File: src/rtl/nios_sys_nios2_processor_oci_dct_packer_pkg.sv
// Shared constants for the OCI debug-capture-trace word path: atom geometry,
// counter widths, atom codes and the slot-to-bit-offset helper.
package nios_sys_nios2_processor_oci_dct_packer_pkg;

  localparam int ATOM_W = 2;
  localparam int SLOTS  = 15;
  localparam int CNT_W  = 4;
  localparam int WCNT_W = 16;
  localparam int BUF_W  = ATOM_W * SLOTS;

  localparam logic [CNT_W-1:0] FULL_CNT = CNT_W'(SLOTS);

  // Atom codes; the trace sink and checker decode the same values.
  typedef enum logic [ATOM_W-1:0] {
    ATOM_NONE   = 2'b00,
    ATOM_SEQ    = 2'b01,
    ATOM_BRANCH = 2'b10,
    ATOM_SYNC   = 2'b11
  } atom_code_e;

  function automatic int slot_off(input logic [CNT_W-1:0] k);
    return ATOM_W * int'(k);
  endfunction

endpackage

File: src/rtl/nios_sys_nios2_processor_oci_dct_outreg.sv
// One-entry valid/ready holding register for packed DCT words, with a
// wrapping count of words loaded.
module nios_sys_nios2_processor_oci_dct_outreg
  import nios_sys_nios2_processor_oci_dct_packer_pkg::*;
(
  input  logic              clk,
  input  logic              reset,
  input  logic              load,
  input  logic [BUF_W-1:0]  load_buf,
  input  logic [CNT_W-1:0]  load_cnt,
  input  logic              dct_ready,
  output logic [BUF_W-1:0]  dct_buffer,
  output logic [CNT_W-1:0]  dct_count,
  output logic              dct_valid,
  output logic [WCNT_W-1:0] words_emitted,
  output logic              out_free
);

  // Handshake: a word transfers on any rising edge where dct_valid && dct_ready;
  // while dct_valid && !dct_ready the word and its count are held unchanged.
  assign out_free = !dct_valid || dct_ready;

  always_ff @(posedge clk or posedge reset) begin
    if (reset) begin
      dct_buffer    <= '0;
      dct_count     <= '0;
      dct_valid     <= 1'b0;
      words_emitted <= '0;
    end else if (load) begin
      dct_buffer    <= load_buf;
      dct_count     <= load_cnt;
      dct_valid     <= 1'b1;
      words_emitted <= words_emitted + WCNT_W'(1);
    end else if (dct_valid && dct_ready) begin
      // Buffer/count keep their last value after handoff.
      dct_valid <= 1'b0;
    end
  end

endmodule

File: src/rtl/nios_sys_nios2_processor_oci_dct_packer.sv
// Packs 2-bit trace atoms LSB-first into 30-bit words (15 slots) and hands
// them to the DCT sink through a one-entry output register.
module nios_sys_nios2_processor_oci_dct_packer
  import nios_sys_nios2_processor_oci_dct_packer_pkg::*;
(
  input  logic              clk,
  input  logic              reset,
  input  logic [ATOM_W-1:0] atom_in,
  input  logic              atom_valid,
  output logic              atom_ready,
  input  logic              flush,
  output logic [BUF_W-1:0]  dct_buffer,
  output logic [CNT_W-1:0]  dct_count,
  output logic              dct_valid,
  input  logic              dct_ready,
  output logic              idle,
  output logic [WCNT_W-1:0] words_emitted
);

  logic [BUF_W-1:0] asm_buf, asm_buf_n;
  logic [CNT_W-1:0] asm_cnt, asm_cnt_n, base_cnt;
  logic             flush_pend, flush_pend_n;
  logic             out_free, xfer, accept;

  // Transfer decision uses registered state only, so atom_ready has no path
  // from atom_valid or flush.
  assign xfer       = out_free && ((asm_cnt == FULL_CNT) || (flush_pend && (asm_cnt != '0)));
  assign atom_ready = (asm_cnt < FULL_CNT) || xfer;
  assign accept     = atom_valid && atom_ready;
  assign base_cnt   = xfer ? '0 : asm_cnt;
  assign idle       = (asm_cnt == '0) && !flush_pend && !dct_valid;

  always_comb begin
    asm_buf_n = xfer ? '0 : asm_buf;
    asm_cnt_n = base_cnt;
    if (accept) begin
      for (int k = 0; k < SLOTS; k++) begin
        if (base_cnt == CNT_W'(k)) asm_buf_n[slot_off(CNT_W'(k)) +: ATOM_W] = atom_in;
      end
      asm_cnt_n = base_cnt + CNT_W'(1);
    end
  end

  // A flush raised on a transfer cycle applies to the fresh assembly; a
  // pending flush over an empty assembly is dropped without emitting.
  assign flush_pend_n = flush || (flush_pend && !xfer && (asm_cnt != '0));

  always_ff @(posedge clk or posedge reset) begin
    if (reset) begin
      asm_buf    <= '0;
      asm_cnt    <= '0;
      flush_pend <= 1'b0;
    end else begin
      asm_buf    <= asm_buf_n;
      asm_cnt    <= asm_cnt_n;
      flush_pend <= flush_pend_n;
    end
  end

  nios_sys_nios2_processor_oci_dct_outreg u_outreg (
    .clk           (clk),
    .reset         (reset),
    .load          (xfer),
    .load_buf      (asm_buf),
    .load_cnt      (asm_cnt),
    .dct_ready     (dct_ready),
    .dct_buffer    (dct_buffer),
    .dct_count     (dct_count),
    .dct_valid     (dct_valid),
    .words_emitted (words_emitted),
    .out_free      (out_free)
  );

endmodule

File: config.mk
export PLATFORM = sky130hd
export DESIGN_NAME = nios_sys_nios2_processor_oci_dct_packer
export DESIGN_NICKNAME = d
export VERILOG_FILES = /design/src/rtl/nios_sys_nios2_processor_oci_dct_packer_pkg.sv /design/src/rtl/nios_sys_nios2_processor_oci_dct_outreg.sv /design/src/rtl/nios_sys_nios2_processor_oci_dct_packer.sv
export SDC_FILE = /design/constraint.sdc
export NUM_CORES = 1
export LEC_CHECK = 0
export ABC_CLOCK_PERIOD_IN_PS = 3500
export BUFFER_PORTS_ARGS = -buffer_cell sky130_fd_sc_hd__buf_2
export CAP_MARGIN = 20
export CORE_UTILIZATION = 50
export DETAILED_ROUTE_END_ITERATION = 8
export PLACE_DENSITY = 0.76
export SLEW_MARGIN = 10
export SYNTH_ARGS = -nofsm -noshare
export SYNTH_HDL_FRONTEND = slang
export SYNTH_SLANG_ARGS = --single-unit
export TNS_END_PERCENT = 100
File: constraint.sdc
create_clock -name clk -period 3.5 [get_ports clk]
set_clock_uncertainty 0.15 [all_clocks]
set_input_delay 0.35 -clock clk [delete_from_list [all_inputs] [get_ports clk]]
set_output_delay 0.35 -clock clk [all_outputs]
set_load 0.1 [all_outputs]
### Word level (Yosys, flattened, before mapping)

Cells that the tools add are included.

| operators by class | value |
|---|---|
| add/sub/neg operators | 2 |
| magnitude comparators | 1 |
| equal/unequal tests | 15 |
| multiplexer cells | 21 |
| reductions and logical operators | 19 |

Operator list:

| operator | count |
|---|---|
| 2-to-1 mux 30 bit | 2 |
| == test 4 bit (second input constant) | 8 |
| 2-to-1 mux 2 bit | 15 |
| adder 16 x 1 -> 16 bit (second input constant) | 1 |
| == test 4 x 3 -> 1 bit (second input constant) | 4 |
| == test 4 x 2 -> 1 bit (second input constant) | 2 |
| logical AND 1 bit | 8 |
| zero test 4 bit | 2 |
| 2-to-1 mux 4 bit | 2 |
| adder 4 x 1 -> 4 bit (second input constant) | 1 |
| == test 4 x 1 -> 1 bit (second input constant) | 1 |
| logical OR 1 bit | 4 |
| less-than comparator 4 bit (second input constant) | 1 |
| nonzero test 4 bit | 1 |
| zero test 1 bit | 3 |
| 2-to-1 mux 1 bit | 2 |
| nonzero test 2 bit | 1 |

| storage, ports and cells | value |
|---|---|
| bits in registers | 86 |
| input port bits | 7 |
| output and inout bits | 53 |

### Logic depth before layout (Yosys ltp)

Gate-level depths: netlist of run 1.

| logic depth | value |
|---|---|
| word-level depth | 8 |
| gate-level depth with buffers | 10 |
| depth with buffers taken out | 9 |

### Modules after synthesis

A second synthesis of run 1 with hierarchy kept.

| second synthesis, totals | value |
|---|---|
| cells, all modules | 296 |
| area, all modules | 3742.3 um2 |

By module, submodules not included:

| module | times used | cells an instance | area each (um2) | seq. area each (um2) |
|---|---|---|---|---|
| nios_sys_nios2_processor_oci_dct_outreg | 1 | 135 | 2014.4 | 1276.2 |
| nios_sys_nios2_processor_oci_dct_packer | 1 | 161 | 1727.9 | 875.8 |

### Worst setup path after synthesis of run 1

Ideal clock, no wire load.

| timing path | value |
|---|---|
| path kind | register to output |
| start point | register asm_cnt[3] |
| end point | output port idle |
| data arrival time | 3039 ps |
| setup slack | -39 ps |
| stages on the path, launching flop included | 4 |
| path through | dfrtp_1 buf_2 or4_1 nor3_1 |

| between the ends | value |
|---|---|
| word-level cells in the longest chain between the ends | 3 |

RTL lines:

| element | line | source |
|---|---|---|
| from (decl) | nios_sys_nios2_processor_oci_dct_packer.sv:21 | `logic [CNT_W-1:0] asm_cnt, asm_cnt_n, base_cnt;` |
| from (signal assigned) | nios_sys_nios2_processor_oci_dct_packer.sv:55 | `asm_cnt <= asm_cnt_n;` |
| zero test 4 bit | nios_sys_nios2_processor_oci_dct_packer.sv:31 | `assign idle = (asm_cnt == '0) && !flush_pend && !dct_valid;` |
| logical AND 1 bit (2 in series) | nios_sys_nios2_processor_oci_dct_packer.sv:31 |  |
| to (decl) | nios_sys_nios2_processor_oci_dct_packer.sv:16 | `output logic idle,` |

Every way passes these cells.

### Final worst setup path of run 1

| timing path | value |
|---|---|
| start point | register asm_cnt[3] |
| end point | register asm_buf[26] |

| between the ends | value |
|---|---|
| word-level cells in the longest chain between the ends | 8 |
| elaborated cells on any way between the ends | 13 |

RTL lines:

| element | line | source |
|---|---|---|
| nonzero test 4 bit | nios_sys_nios2_processor_oci_dct_packer.sv:27 | `assign xfer = out_free && ((asm_cnt == FULL_CNT) \|\| (flush_pend && (asm_cnt != '0)));` |
| logical AND 1 bit | nios_sys_nios2_processor_oci_dct_packer.sv:27 |  |
| logical OR 1 bit | nios_sys_nios2_processor_oci_dct_packer.sv:27 |  |
| logical AND 1 bit | nios_sys_nios2_processor_oci_dct_packer.sv:27 |  |
| 2-to-1 mux 4 bit | nios_sys_nios2_processor_oci_dct_packer.sv:30 | `assign base_cnt = xfer ? '0 : asm_cnt;` |
| == test 4 bit | nios_sys_nios2_processor_oci_dct_packer.sv:38 | `if (base_cnt == CNT_W'(k)) asm_buf_n[slot_off(CNT_W'(k)) +: ATOM_W] = atom_in;` |
| 2-to-1 mux 2 bit | nios_sys_nios2_processor_oci_dct_packer.sv:38 |  |
| 2-to-1 mux 30 bit * | nios_sys_nios2_processor_oci_dct_packer.sv:36 | `if (accept) begin` |
| net asm_buf_n[26] | nios_sys_nios2_processor_oci_dct_packer.sv:20 | `logic [BUF_W-1:0] asm_buf, asm_buf_n;` |
| to (signal assigned) | nios_sys_nios2_processor_oci_dct_packer.sv:54 | `asm_buf <= asm_buf_n;` |
| to (decl) | nios_sys_nios2_processor_oci_dct_packer.sv:20 |  |

The timed path passes the listed nets; every way through them passes the cells marked *.
A chain may end at the register's enable or synchronous reset.

==> results.md, run 1 <==
- The flow ran to the end, and the final reports show no timing, DRC or antenna violations.
- The maximum buffer depth of the clock tree is 2.
- The initial antenna violation count is 0.
- Of the total power, the clock network draws 19.6%.
- The library cell used as clock root buffer is sky130_fd_sc_hd__clkbuf_8.
- The flip-flop and latch count after synthesis is 86.
- The sum of routed wire segments on met1 is 3198 um.
- The element type at the critical path end is a flop.
- The final route contains 2386 vias.
- The number of warning messages in the yosys log is 0.
- In the routed design, unresolved DRC markers number 0.
- The layout has 583 filler cells.
- The wire length on met2 is 3146 um.
- For this design, the slowest cell found on the critical path is sky130_fd_sc_hd__dfrtp_1.
- The worst path setup slack after routing is 0.8441 ns.
- Dividing the detail-routed wire length by the instance count gives 15.06 um.
- The highest clock frequency the design can meet is 376.5 MHz.
- The CTS tree is yes.
- The cell-internal power is 0.002017 W.
- Global routing used 19.04% of the available tracks across all layers.
- The area enclosed by the die boundary is 7638 um2.
- After detailed routing, the total wire length is 6700 um.
- The average instance area after synthesis is 12.79 um2.
- The number of detailed-routing iterations run before antenna repair is 4.
- The number of inserted diodes is 0.
- Port buffering added 59 buffers.
- The headroom to the max-slew limit is 42.92%.
- Traced cell by cell, the critical path runs through o31ai_1 -> a211oi_4 -> nand2b_1 -> inv_1 -> ha_1 -> nand2_1 -> nor3_1 -> mux2i_1 -> nor2_1.
- Ranked by total cell area, the synthesized netlist is headed by sky130_fd_sc_hd__dfrtp_1 59%, sky130_fd_sc_hd__mux2_2 11%, sky130_fd_sc_hd__mux2i_1 6.0%.
- The pre-CTS worst setup slack is 0.8616 ns.
- Summed over all layers, the global routing overflow is 0.
- In this run the number of H-tree levels came out at 3.
- The power per unit of standard cell area is 924.0 nW/um2.
- In the synthesized netlist, the number of instances is 285.
- At the pin with the least slew margin, the transition time is 0.8562 ns.
- The time the worst path needs with I/O delays and setup is 2.656 ns.
- The number of nets in the layout is 356.
- The source-to-sink clock delay at the later pin of the worst-skew pair is 0.35 ns.
- The wire length on met3 is 272 um.
- The horizontal extent of the die is 87.40 um.
- The clock transition at the registers of the reported paths is 0.08 ns.
- The iteration-0 DRC count of the detailed router is 105.
- The combinational power share is 45.3%.
- Setup repair after global routing left no endpoint under its margin.
- Routability-driven placement finished with a final weighted congestion of 0.8433.
- The sequential cell area is 2152 um2.
- The class of the tightest hold or removal check is input pin to flop.
- The number of top-level design ports is 60.
- The cell type contributing the most total cell area after synthesis is sky130_fd_sc_hd__dfrtp_1.
- The tightest hold path in the finished design has a slack of 0.06077 ns.
- The synthesized netlist contains 32 unique library cells.
- The post-synth net total is 297.
- Summing all multi-input logic gate instances after layout gives 1413 um2.
- The register area share after synthesis is 59.03%.
- The number of slew-limit violations in the final report was 0.
- The worst setup path is launched from a flop.
- The final-layout setup total negative slack is 0 ns.
- The final critical path takes up 75.88% of the cycle.
- The count of final hold-check violations came to 0.
- The switching part of the total power is 48.66%.
- The initial utilization of the core area, before any placement, comes to 52.79%.
- After synthesis, the largest area contributor takes up 59.03% of total cell area.
- The sequential cell fraction of total power is 35.1%.
- The total number of placement rows is 30.
- The critical path in this run is classified as flop to flop.
- The critical path buffer and inverter count is 1.
- At the worst endpoint, the arrival time is 2.70 ns.
- In this run the power spent charging and discharging nets is 0.001912 W.
- Relative to the synthesized area, the layout overhead comes to 16.64%.
- On the worst path, the slowest cell contributes a delay of 0.49 ns.
- The category of cells accounting for the largest share of critical-path delay is simple AND/OR/NAND/NOR gates.
- Routed signal wires occupy layers up through met4.
- The total setup violations reported at the end of the flow is 0.
- After clock tree synthesis, the setup repair step added 0 buffers.
- Summing every instance area after synthesis gives 3646 um2.
- The floorplan core area is 6907 um2.
- Max-cap violations in this run came to 0.
- The finished layout cell area is 4253 um2.
- The number of global-route vias before repair is 2271.
- The number of clock sinks is 86.
- The placed instance area is 4024 um2.
- Buffers inserted during clock tree synthesis total 9.
- The standby leakage power is 2.262 nW.
- The via density per instance is 5.362.
- In this run the worst path has a maximum fanout of 11.
- The first global-routing pass estimated 10880 um of wire.
- After legalization and detailed placement, the total HPWL measured 4479 um.
- The data required time of the critical path is 3.55 ns.
- Of the cells placed in the final design, the portion with a size suffix greater than 1 is 33.52%.
- Entering global routing, the biggest net connects 79 pins.
- The detail route stage leaves a number of antenna-violating nets equal to 0.
- The worst IR drop on VDD is 0.0006873 V.
- The overall die height is 87.40 um.
-- cells in the mapped netlist, drive strengths merged --
library cell  number
a211oi             1
a21oi              1
a22o               8
a31o               1
a31oi              5
a41oi              2
and3               6
and4               2
and4b              1
buf               10
clkbuf             4
dfrtp             86
ha                 5
inv                4
mux2              36
mux2i             22
nand2              9
nand2b             1
nand3             17
nand4              6
nor2              25
nor2b              7
nor3               4
o21ai              1
o22ai              1
o31ai              1
or2                1
or4                1
xnor2             16
xor2               1
-- area by class of cell --
cell class / instances / area share (%)
sequential: 86 / 50.60
multi-input combinational: 181 / 33.22
timing repair buffer: 62 / 7.826
clock buffer: 10 / 3.001
tap: 96 / 2.824
clock inverter: 6 / 2.148
inverter: 4 / 0.3825
-- routing by layer --
metal	vias to the layer above	track usage, %
li1	1124	-
met1	1203	25.95
met2	51	29.26
met3	8	4.929
met4	0	7.601
met5	-	0
-- metrics by stage --
stage	total power, W	util (%)	std cells
global placement	0.003154	58.26	428
CTS	0.003957	61.58	445
detailed placement	0.003186	58.26	428
finish	0.003930	61.58	445
global route	0.004109	61.58	445
floorplan	0.002917	-	285
-- power by group through the flow --
stage / Clock [W] / Sequential (W) / Combinational (W)
2_1_floorplan: 0 / 0.00227 / 0.000647
3_3_place_gp: 0 / 0.00139 / 0.00177
3_5_place_dp: 0 / 0.00140 / 0.00179
4_1_cts: 0.000786 / 0.00138 / 0.00179
5_1_grt: 0.000818 / 0.00141 / 0.00188
6_report: 0.000770 / 0.00138 / 0.00178
-- logic make-up after synthesis --
kind of cell / count (synthesis) / share of synthesized area, %
DFF: 86 / 59.03
AOI/OAI and AO/OA: 21 / 4.496
and+or+nand+nor: 80 / 10.95
adders and majority gates: 5 / 1.716
xor gates and xnor gates: 17 / 4.084
buffers and inverters: 18 / 2.573
muxes: 58 / 17.16
-- final timing paths --
| path | from | to | slack [ns] | cells after the start |
|---|---|---|---|---|
| worst min-delay path | flush | flush_pend | 0.06 | 2 |
| worst min register to register | u_outreg.words_emitted[15] | u_outreg.words_emitted[15] | 0.33 | 1 |
| max in group asynchronous | reset | flush_pend | 2.05 | 4 |
| worst max-delay path | asm_cnt[3] | asm_buf[26] | 0.84 | 9 |
| worst max register to register | asm_cnt[3] | asm_buf[26] | 0.84 | 9 |
| min in group asynchronous | reset | u_outreg.dct_buffer[14] | 0.47 | 3 |
-- state kept, by name, summed over array words and instances (netlist names) --
name                    flops
u_outreg.dct_valid          1
asm_cnt                     4
asm_buf                    30
u_outreg.words_emitted     16
u_outreg.dct_buffer        30
u_outreg.dct_count          4
flush_pend                  1
-- repair_timing --
item | 4_1_cts | 5_1_grt
hold buffers | 1 | 0
setup endpoints to repair | 0 | 0
endpoints found under the hold margin | 40 | 0
gates resized for setup | 0 | 0
-- cells in the final DEF, fill, tap and decap left out, types with 2 or more instances in the layout --
master                      Yosys  layout
sky130_fd_sc_hd__nand3_1       17      17
sky130_fd_sc_hd__nand2_1        9       9
sky130_fd_sc_hd__and3_1         6       6
sky130_fd_sc_hd__buf_2          3      59
sky130_fd_sc_hd__clkbuf_8       0       9
sky130_fd_sc_hd__nand4_1        6       6
sky130_fd_sc_hd__a22o_1         8       8
sky130_fd_sc_hd__bufinv_16      0       2
sky130_fd_sc_hd__nor2_1        25      25
sky130_fd_sc_hd__nor2b_1        7       7
sky130_fd_sc_hd__clkinv_2       0       2
sky130_fd_sc_hd__inv_6          0       2
sky130_fd_sc_hd__inv_1          4       3
sky130_fd_sc_hd__nor3_1         4       3
sky130_fd_sc_hd__xnor2_1       16      16
sky130_fd_sc_hd__ha_1           5       5
sky130_fd_sc_hd__dfrtp_1       86      86
sky130_fd_sc_hd__and4_1         2       2
sky130_fd_sc_hd__a41oi_1        2       2
sky130_fd_sc_hd__a31oi_1        5       5
sky130_fd_sc_hd__mux2_2        36      36
sky130_fd_sc_hd__mux2i_1       22      22
Power figures use the tool's default switching activity.
==> run 2: changes to the inputs <==
- ABC_CLOCK_PERIOD_IN_PS: 3500 -> 2100
- PLACE_DENSITY: 0.76 -> 0.79
- clock period: 3.5 -> 2.1 ns (I/O delays scaled with it)
==> run 2 against run 1 <==
Fmax increased by 20%. Global-route usage increased by 2.4 points. Clock power increased by 55%. Largest cell class unchanged. The flow now finishes with violations (setup timing). Worst hold slack improved by 0.087 ns.
==> results.md, run 2 (synthesized netlist as in run 1, its figures left out) <==
- Clock-pin slew was measured on the worst setup and hold paths at 0.09 ns.
- The highest metal layer carrying signal wires in the routed design is met4.
- The number of global-route vias before repair is 2472.
- After floorplanning, the core was divided into 30 placement rows.
- The global-route wire length before repair is 12280 um.
- The overflow left after global routing is 0.
- The number of nets in the layout is 388.
- The highest net fanout along the worst path is 3.
- For this block, the routed nets add up to 7931 um of wire.
- Leaving out fill and tap cells, the most frequent cell in the layout is sky130_fd_sc_hd__dfrtp_1.
- The tree is rooted in a sky130_fd_sc_hd__clkbuf_8.
- Fill cells in the final layout number 504.
- Summed over all nets, wire length on met2 after detailed routing comes to 3842 um.
- The HPWL after detailed placement is 4783 um.
- In the final routed layout, each cell accounts on average for 16.63 um.
- The worst-case IR drop observed on VDD is 0.001080 V.
- Setup slack on the critical path of the routed design comes to -0.1108 ns.
- In the routed design, unresolved DRC markers number 0.
- The power per unit of standard cell area is 1527 nW/um2.
- Setup violations remaining at the end of the flow were counted as 15.
- The number of clock sinks is 86.
- The congestion estimate from routability-driven global placement came to 0.7988.
- The sum of routed wire segments on met1 is 3609 um.
- The critical path in this run is classified as flop to flop.
- The flow ran to the end, but the final reports show violations.
- The ratio of final minimum period to clock period is 105.3%.
- During placement, the flow inserted port buffers numbering 59.
- The largest registers in the layout are asm_buf: 30 flops, u_outreg.dct_buffer: 30 flops, u_outreg.words_emitted: 16 flops.
- Detailed routing inserted a total of 2596 vias.
- Dividing the detail-routed via count by the number of cells gives 5.442.
- The time the worst path needs with I/O delays and setup is 2.211 ns.
- The final-layout setup total negative slack is -0.7180 ns.
- The effective utilization at floorplan is 52.79%.
- The maximum number of pins on one net before global-route repair is 87.
- The number of antenna diodes in the final layout is 0.
- The headroom to the max-slew limit is 65.56%.
- The iteration-0 DRC count of the detailed router is 162.
- Measured along the x axis, the die boundary spans 87.40 um.
- The arrival time at the worst endpoint is 2.31 ns.
- Summed over all nets, wire length on met3 after detailed routing comes to 333 um.
- The number of slew-limit violations in the final report is 0.
- The number of buffers inserted during clock tree synthesis is 9.
- In the layout the commonest cells are 81 x sky130_fd_sc_hd__dfrtp_1, 57 x sky130_fd_sc_hd__buf_2, 36 x sky130_fd_sc_hd__mux2_2.
- The transition time at the pin with the least slew margin is 0.5155 ns.
- In the final layout, the share of cells above drive strength 1 is 47.77%.
- The source-to-sink clock delay at the later pin of the worst-skew pair is 0.36 ns.
- The pre-CTS worst setup slack is -0.1432 ns.
- The class of the tightest hold or removal check is input pin to flop.
- The die covers 7638 um2.
- The element type at the critical path end is a flop.
- TritonCTS built the clock tree.
- The number of detailed-routing iterations run before antenna repair is 4.
- The worst setup path is launched from a flop.
- The H-tree depth reported by CTS is 3.
- The initial antenna violation count came to 0.
- The overall die height is 87.40 um.
- The data required time of the critical path is 2.20 ns.
- The checks that failed: setup timing.
- For this design the top-level I/O count stands at 60.
- The residual antenna-violating net count after detailed routing is 0.
- Across the run, the number of max-cap violations was 0.
- Timing would allow up to 452.3 MHz.
- The total area inside the core boundary comes to 6907 um2.
- Setup repair after global routing could not meet its margin everywhere.
- In the global route stage, overall resource usage came out at 21.40%.
- The area added between synthesis and finish is 32.33%.
- The count of final hold-check violations is 0.
- The standby leakage power is 2.466 nW.
- The longest clock path from root to sink contains 2 buffers.
- The design draws 0.007370 W.
[run 2: cell count changes in the layout (fill, tap and decap cells not counted), moves of 5 or more]
cell,delta
sky130_fd_sc_hd__buf_4,+23
sky130_fd_sc_hd__dfrtp_1,-5
sky130_fd_sc_hd__nand3_1,-7
sky130_fd_sc_hd__nand3_2,+5
[run 2: critical path, stage by stage (launching register included)]
cell and delay [ns]:
sky130_fd_sc_hd__dfrtp_1 0.42, sky130_fd_sc_hd__o31ai_2 0.29, sky130_fd_sc_hd__buf_4 0.18, sky130_fd_sc_hd__a211oi_4 0.06, sky130_fd_sc_hd__nand2b_4 0.19, sky130_fd_sc_hd__inv_4 0.07, sky130_fd_sc_hd__ha_4 0.14, sky130_fd_sc_hd__nand2_4 0.06
sky130_fd_sc_hd__nor3_4 0.28, sky130_fd_sc_hd__mux2i_1 0.22, sky130_fd_sc_hd__nor2_1 0.06
[run 2: final timing paths]
path	start	endpoint	slack, ns	depth (start not counted)
hold reg to reg	u_outreg.words_emitted[15]	u_outreg.words_emitted[15]	0.33	1
setup / recovery	asm_cnt[2]	asm_buf[27]	-0.11	10
min in group asynchronous	reset	u_outreg.dct_count[2]	0.34	4
setup reg to reg	asm_cnt[2]	asm_buf[27]	-0.11	10
hold / removal	atom_in[1]	asm_buf[11]	0.15	3
max in group asynchronous	reset	u_outreg.dct_valid	1.05	4
[run 2: layout make-up]
type,count,area (um2),area share [%]
sequential,86,2161,44.79
clock inverter,7,78.83,1.634
timing repair buffer,94,690.7,14.32
clock buffer,9,123.9,2.567
multi-input combinational,181,1629,33.77
tap,96,120.1,2.490
inverter,4,21.27,0.4409
[run 2: where the power goes]
group | internal (W) | total [W] | switching [W]
Clock | 0.000562 | 0.00119 | 0.000629
Combinational | 0.00123 | 0.00391 | 0.00269
Sequential | 0.00202 | 0.00227 | 0.000246
Total | 0.00381 | 0.00737 | 0.00356
[run 2: repair_timing]
item                                   in CTS  in global routing
endpoints found under the hold margin      87                  0
pin swaps                                   1                 10
setup endpoints to repair                  44                 69
buffers inserted                            4                  5
hold buffers                                2                  0
gates resized for setup                     6                 16
gates cloned                                1                  2
[run 2: routing by layer]
metal,global-route usage [%],up-vias
li1,-,1189
met4,7.601,0
met3,5.403,14
met5,0,-
met1,28.44,1325
met2,34.23,68
[run 2: per-stage QoR]
step	util (%)	hold WS (ns)	cell area (um2)	std cells
2_1_floorplan	-	0.1651	3817	285
3_3_place_gp	63.22	0.2177	4367	447
3_5_place_dp	63.22	0.2239	4367	447
4_1_cts	67.92	0.1183	4691	470
5_1_grt	69.86	0.1469	4825	477
6_report	69.86	0.1480	4825	477
